===== config.mk =====
export PLATFORM = sky130hd
export DESIGN_NAME = uart_tx_arbiter
export DESIGN_NICKNAME = d
export VERILOG_FILES = /design/src/rtl/uart_tx_arbiter.sv
export SDC_FILE = /design/constraint.sdc
export NUM_CORES = 1
export LEC_CHECK = 0
export BUFFER_PORTS_ARGS = -buffer_cell sky130_fd_sc_hd__buf_4
export CAP_MARGIN = 20
export CORE_MARGIN = 2
export CORE_UTILIZATION = 44
export CTS_BUF_LIST = sky130_fd_sc_hd__clkbuf_2
export DETAILED_ROUTE_END_ITERATION = 8
export MAX_ROUTING_LAYER = met4
export PLACE_DENSITY = 0.73
export SYNTH_ARGS = -nofsm -noshare
export SYNTH_HDL_FRONTEND = slang
export SYNTH_SLANG_ARGS = --single-unit

===== constraint.sdc =====
create_clock -name clk -period 2.6 [get_ports clk]
set_input_delay 0.52 -clock clk [delete_from_list [all_inputs] [get_ports clk]]
set_output_delay 0.52 -clock clk [all_outputs]
set_load 0.01 [all_outputs]

===== src/rtl/uart_tx_arbiter.sv =====
// Round-robin arbiter sharing one UART TX byte stream among NUM_REQ requesters, message-granular grants.
// Latency: 1 cycle from request to grant; data path is combinational pass-through (zero added latency).
// Backpressure: tx_ready is forwarded only to the granted requester; everyone else sees req_ready=0.
//
// Ports:
//   clk, reset_n           clock, asynchronous active-low reset
//   req_data/valid/last    per-requester byte stream (byte i at [8i+7:8i])
//   req_ready              per-requester accept, only ever asserted toward the granted requester
//   tx_data/valid/ready    merged stream toward the UART transmitter
//   grant                  registered one-hot grant, zero while idle
//   busy                   high while a requester holds the grant
module uart_tx_arbiter #(
  parameter int NUM_REQ   = 4,
  parameter int MAX_BURST = 16,
  parameter int IDLE_TMO  = 255
) (
  input  logic                 clk,
  input  logic                 reset_n,
  input  logic [8*NUM_REQ-1:0] req_data,
  input  logic [NUM_REQ-1:0]   req_valid,
  input  logic [NUM_REQ-1:0]   req_last,
  output logic [NUM_REQ-1:0]   req_ready,
  output logic [7:0]           tx_data,
  output logic                 tx_valid,
  input  logic                 tx_ready,
  output logic [NUM_REQ-1:0]   grant,
  output logic                 busy
);

  localparam int IW = $clog2(NUM_REQ);
  // A disabled limit still needs a 1-bit counter so the logic stays legal.
  localparam int BW = (MAX_BURST > 0) ? $clog2(MAX_BURST + 1) : 1;
  localparam int TW = (IDLE_TMO > 0) ? $clog2(IDLE_TMO + 1) : 1;
  localparam logic [BW-1:0] BURST_LAST = BW'((MAX_BURST > 0) ? MAX_BURST - 1 : 0);
  localparam logic [TW-1:0] TMO_LAST   = TW'((IDLE_TMO > 0) ? IDLE_TMO - 1 : 0);

  localparam logic [0:0] ST_IDLE = 1'b0;
  localparam logic [0:0] ST_XFER = 1'b1;

  logic [0:0]    state;
  logic [IW-1:0] g_idx;
  logic [IW-1:0] rr_ptr;
  logic [BW-1:0] burst_cnt;
  logic [TW-1:0] tmo_cnt;

  logic          arb_found;
  logic [IW-1:0] arb_idx;
  logic [IW-1:0] cand;
  logic [IW-1:0] g_next;
  logic [7:0]    sel_data;
  logic          xfer;
  logic          g_valid;
  logic          g_last;
  logic          beat;
  logic          burst_hit;
  logic          tmo_hit;
  logic          rel;

  // First valid requester at or after rr_ptr, wrapping.
  always_comb begin
    arb_found = 1'b0;
    arb_idx   = '0;
    cand      = '0;
    for (int k = 0; k < NUM_REQ; k++) begin
      cand = IW'((int'(rr_ptr) + k) % NUM_REQ);
      if (!arb_found && req_valid[cand]) begin
        arb_found = 1'b1;
        arb_idx   = cand;
      end
    end
  end

  // Grant is one-hot, so OR-reduce / mux by grant bit instead of indexing by g_idx.
  always_comb begin
    sel_data = '0;
    for (int i = 0; i < NUM_REQ; i++) begin
      if (grant[i]) sel_data = req_data[8*i +: 8];
    end
  end

  assign xfer     = (state == ST_XFER);
  assign g_valid  = |(req_valid & grant);
  assign g_last   = |(req_last & grant);
  assign tx_data  = sel_data;
  assign tx_valid = xfer & g_valid;
  assign req_ready = (xfer && tx_ready) ? grant : '0;
  assign busy     = xfer;
  assign beat     = tx_valid & tx_ready;

  assign burst_hit = (MAX_BURST != 0) && (burst_cnt == BURST_LAST);
  // Only a silent requester can time out; a stalled UART never forces a release.
  assign tmo_hit   = (IDLE_TMO != 0) && !g_valid && (tmo_cnt == TMO_LAST);
  // Last and burst limit on the same beat collapse into a single release.
  assign rel       = xfer && ((beat && (g_last || burst_hit)) || tmo_hit);
  assign g_next    = (g_idx == IW'(NUM_REQ - 1)) ? '0 : g_idx + 1'b1;

  always_ff @(posedge clk or negedge reset_n) begin
    if (!reset_n) begin
      state     <= ST_IDLE;
      grant     <= '0;
      g_idx     <= '0;
      rr_ptr    <= '0;
      burst_cnt <= '0;
      tmo_cnt   <= '0;
    end else begin
      case (state)
        ST_IDLE: begin
          if (arb_found) begin
            state     <= ST_XFER;
            g_idx     <= arb_idx;
            grant     <= NUM_REQ'(1) << arb_idx;
            burst_cnt <= '0;
            tmo_cnt   <= '0;
          end
        end
        default: begin
          if (rel) begin
            state     <= ST_IDLE;
            grant     <= '0;
            rr_ptr    <= g_next;
            burst_cnt <= '0;
            tmo_cnt   <= '0;
          end else if (beat) begin
            if (burst_cnt != '1) burst_cnt <= burst_cnt + 1'b1;
            tmo_cnt <= '0;
          end else if (g_valid) begin
            tmo_cnt <= '0;
          end else if (tmo_cnt != '1) begin
            tmo_cnt <= tmo_cnt + 1'b1;
          end
        end
      endcase
    end
  end

endmodule


==> impl_results.md <==
- Status: completed
- Min-delay src: tmo_cnt[5]
- Synth area leader: dfrtp_1
- Most frequent cell after synthesis: nand2_1
- GRT Total Usage: 0.235
- Cell mode on critical path: buf_4
- Layout Skew: 0.0236 ns
- M2 GR Usage: 0.345
- Post-synth EDFFs: 0
- Synth cell types: 41
- Setup TNS: 0 ns
- Final HPWL DP: 3.26 mm
- Global route hottest layer: met2
- Finished Layout Cells: 297
- Row count: 21
- Critical path startpoint category: flop
- DRT antenna net count: 0
- Crit. End Element: output port
- Sequential area share after synthesis: 0.349
- RSZ-0062 raised after global routing: false
- CTS buffer count: 3
- DR DRC count: 0
- Final setup violation count: 0
- Area Overhead vs Synth: 34.5%
- Io pins: 61
- VDD IR-drop max: 0.000472 V
- Top cells by count, synth: 25 x nand2_1, 24 x o21ai_0, 22 x dfrtp_1
- Share of cells above drive strength 1: 0.311
- Worst EP required: 2.08 ns
- CTS tree: yes
- Async S/R FF share, synth: 1.00
- Vias post-DR: 1637
- GPL Wtd Cong: 0.830
- Die height: 63.9 µm
- Vias in the first global route: 1580
- Worst setup margin: 0.230 ns
- Slew Limit Fails: 0
- DP Cell Count: 292
- Yosys top cell area share: 0.349
- Iter 0 DRT Violations: 66
- CTS root buf: clkbuf_2
- Die Area: 4080 µm²
- Slew headroom: 0.619
- Power per Cell Area: 943 nW/µm²
- Top post-synthesis cells by area: dfrtp_1 35%, o21ai_0 7.6%, nand2_1 6.0%
- Grt met1 use: 0.322
- First-pass GRT wire length: 7.45 mm
- Crit path kind: reg2out
- Worst r2r src: burst_cnt[0]
- M3 GR Usage: 0.0581
- Die width: 63.9 µm
- Clk pin slew, worst setup/hold paths: 0.23 ns
- 1st-pass router iterations: 4
- Syn Area/Cell: 8.25 µm²
- Setup WS pre-CTS: 0.403 ns
- Initial Utilization: 0.465
- Crit-path cells: buf_4 -> nor2b_1 -> buf_4 -> a22oi_1 -> nor2_1 -> a21oi_1 -> o21ai_0 -> buf_4
- Final instance area: 2120 µm²
- Slowest cell on crit path: dfrtp_2
- #FFs+latches synth: 22
- Crit path DAT: 1.85 ns
- Post-synthesis net count: 240
- Syn Std Cell Area: 1580 µm²
- Design Power: 2.00 mW
- Tmin final: 2.37 ns
- Nets: 301
- Top_reg_cell synth: dfrtp_1
- Syn. warnings: 0
- PortBufs: 60
- Core ar.: 3390 µm²
- CP startpoint: grant[1]
- ANT cells: 0
- Final Hold Fails: 0
- Clock Tree Buf Depth: 2
- Skew-Pair Late Insertion Delay: 0.35 ns
- Lkg Pwr: 1.03 nW
- Post-Synthesis Cells: 191
- Htree depth: 1
- Worst-path maximum fanout: 8
- WHS: 0.523 ns
- Achievable Freq: 0.422 GHz
- Overflow after GRT: 0
- Dpl cell area: 2060 µm²
- CP max stage delay: 0.51 ns
- Max Cap Viol: 0
- Type of the worst min-delay path: reg2reg
- Vias/cell: 5.51
- Routed wire length: 4.27 mm
- Worst Tran Pin Value: 0.572 ns
- Fin util: 0.626
- Wirelength per Cell: 14.4 µm
- Largest net degree at the start of global routing: 23
- Antenna violations before repair: 0
- CTS sink count: 22
- Fin crit share: 0.911
## cell type report
cell class / instances / area [µm²]
well taps: 46 / 57.6
repair buffers: 65 / 490
clock buffers: 3 / 15.0
clock inverters: 1 / 30.0
fillers: 309 / 1270
flip-flops and latches: 22 / 552
inverters: 8 / 30.0
multi-input cells: 152 / 946
## critical path, delay by kind of cell (launching register included)
family	cells	cell delay, ns
DFF	1	0.51
and+or+nand+nor	2	0.20
buffers and inverters	3	0.50
AOI/OAI and AO/OA	3	0.29
## final timing paths
check / depth (start not counted) / endpoint / slack (ns)
max: 8 / tx_data[4] / 0.23
min: 1 / tmo_cnt[5] / 0.52
max reg2reg: 8 / rr_ptr[0] / 0.41
min reg2reg: 1 / tmo_cnt[5] / 0.52
max in group asynchronous: 2 / tmo_cnt[1] / 1.80
min in group asynchronous: 2 / tmo_cnt[7] / 0.55
## cells by family after synthesis
family | Yosys count | synth area share
buf+inv | 17 | 0.0508
flops | 22 | 0.349
simple gates | 72 | 0.229
xor+xnor | 2 | 0.0111
compound gates | 70 | 0.293
fa+ha+maj | 6 | 0.0476
mux | 2 | 0.0190
## per-layer routing
metal / vias up / share of wire
met1: 743 / 0.48
li1: 831 / -
met5: - / 0
met2: 61 / 0.45
met3: 2 / 0.071
met4: 0 / 0.0049
## placed cells by master (no fill, tap or decap), types with 2 or more instances in the layout
master and instances:
clkbuf_2 3, a22o_1 2, a31oi_1 3, inv_1 8, and2_1 5, a22oi_1 10, a21oi_1 16, a221oi_1 2
nand3_1 7, nand2_1 25, nand2b_1 2, nor2_1 14, mux2_4 2, ha_1 6, a41oi_1 2, nor2b_1 2
buf_4 64, and3_1 6, o21ai_0 24, xnor2_1 2, nand4_1 5, dfrtp_1 21
## sequential cells by signal, indices dropped and copies added (netlist names)
signal,count
tmo_cnt,8
burst_cnt,5
grant,4
g_idx,2
rr_ptr,2
busy,1
## timing repair
item,4_1_cts,5_1_grt
endpoints found under the setup margin,0,5
setup buffers,0,0
hold buffers,1,0
endpoints found under the hold margin,13,0
gates resized for setup,0,1
## power by group
group	switching [mW]	internal (mW)
clock network	0.108	0.133
logic	0.612	0.560
registers	0.136	0.451
(Power assumes the default switching activity.)
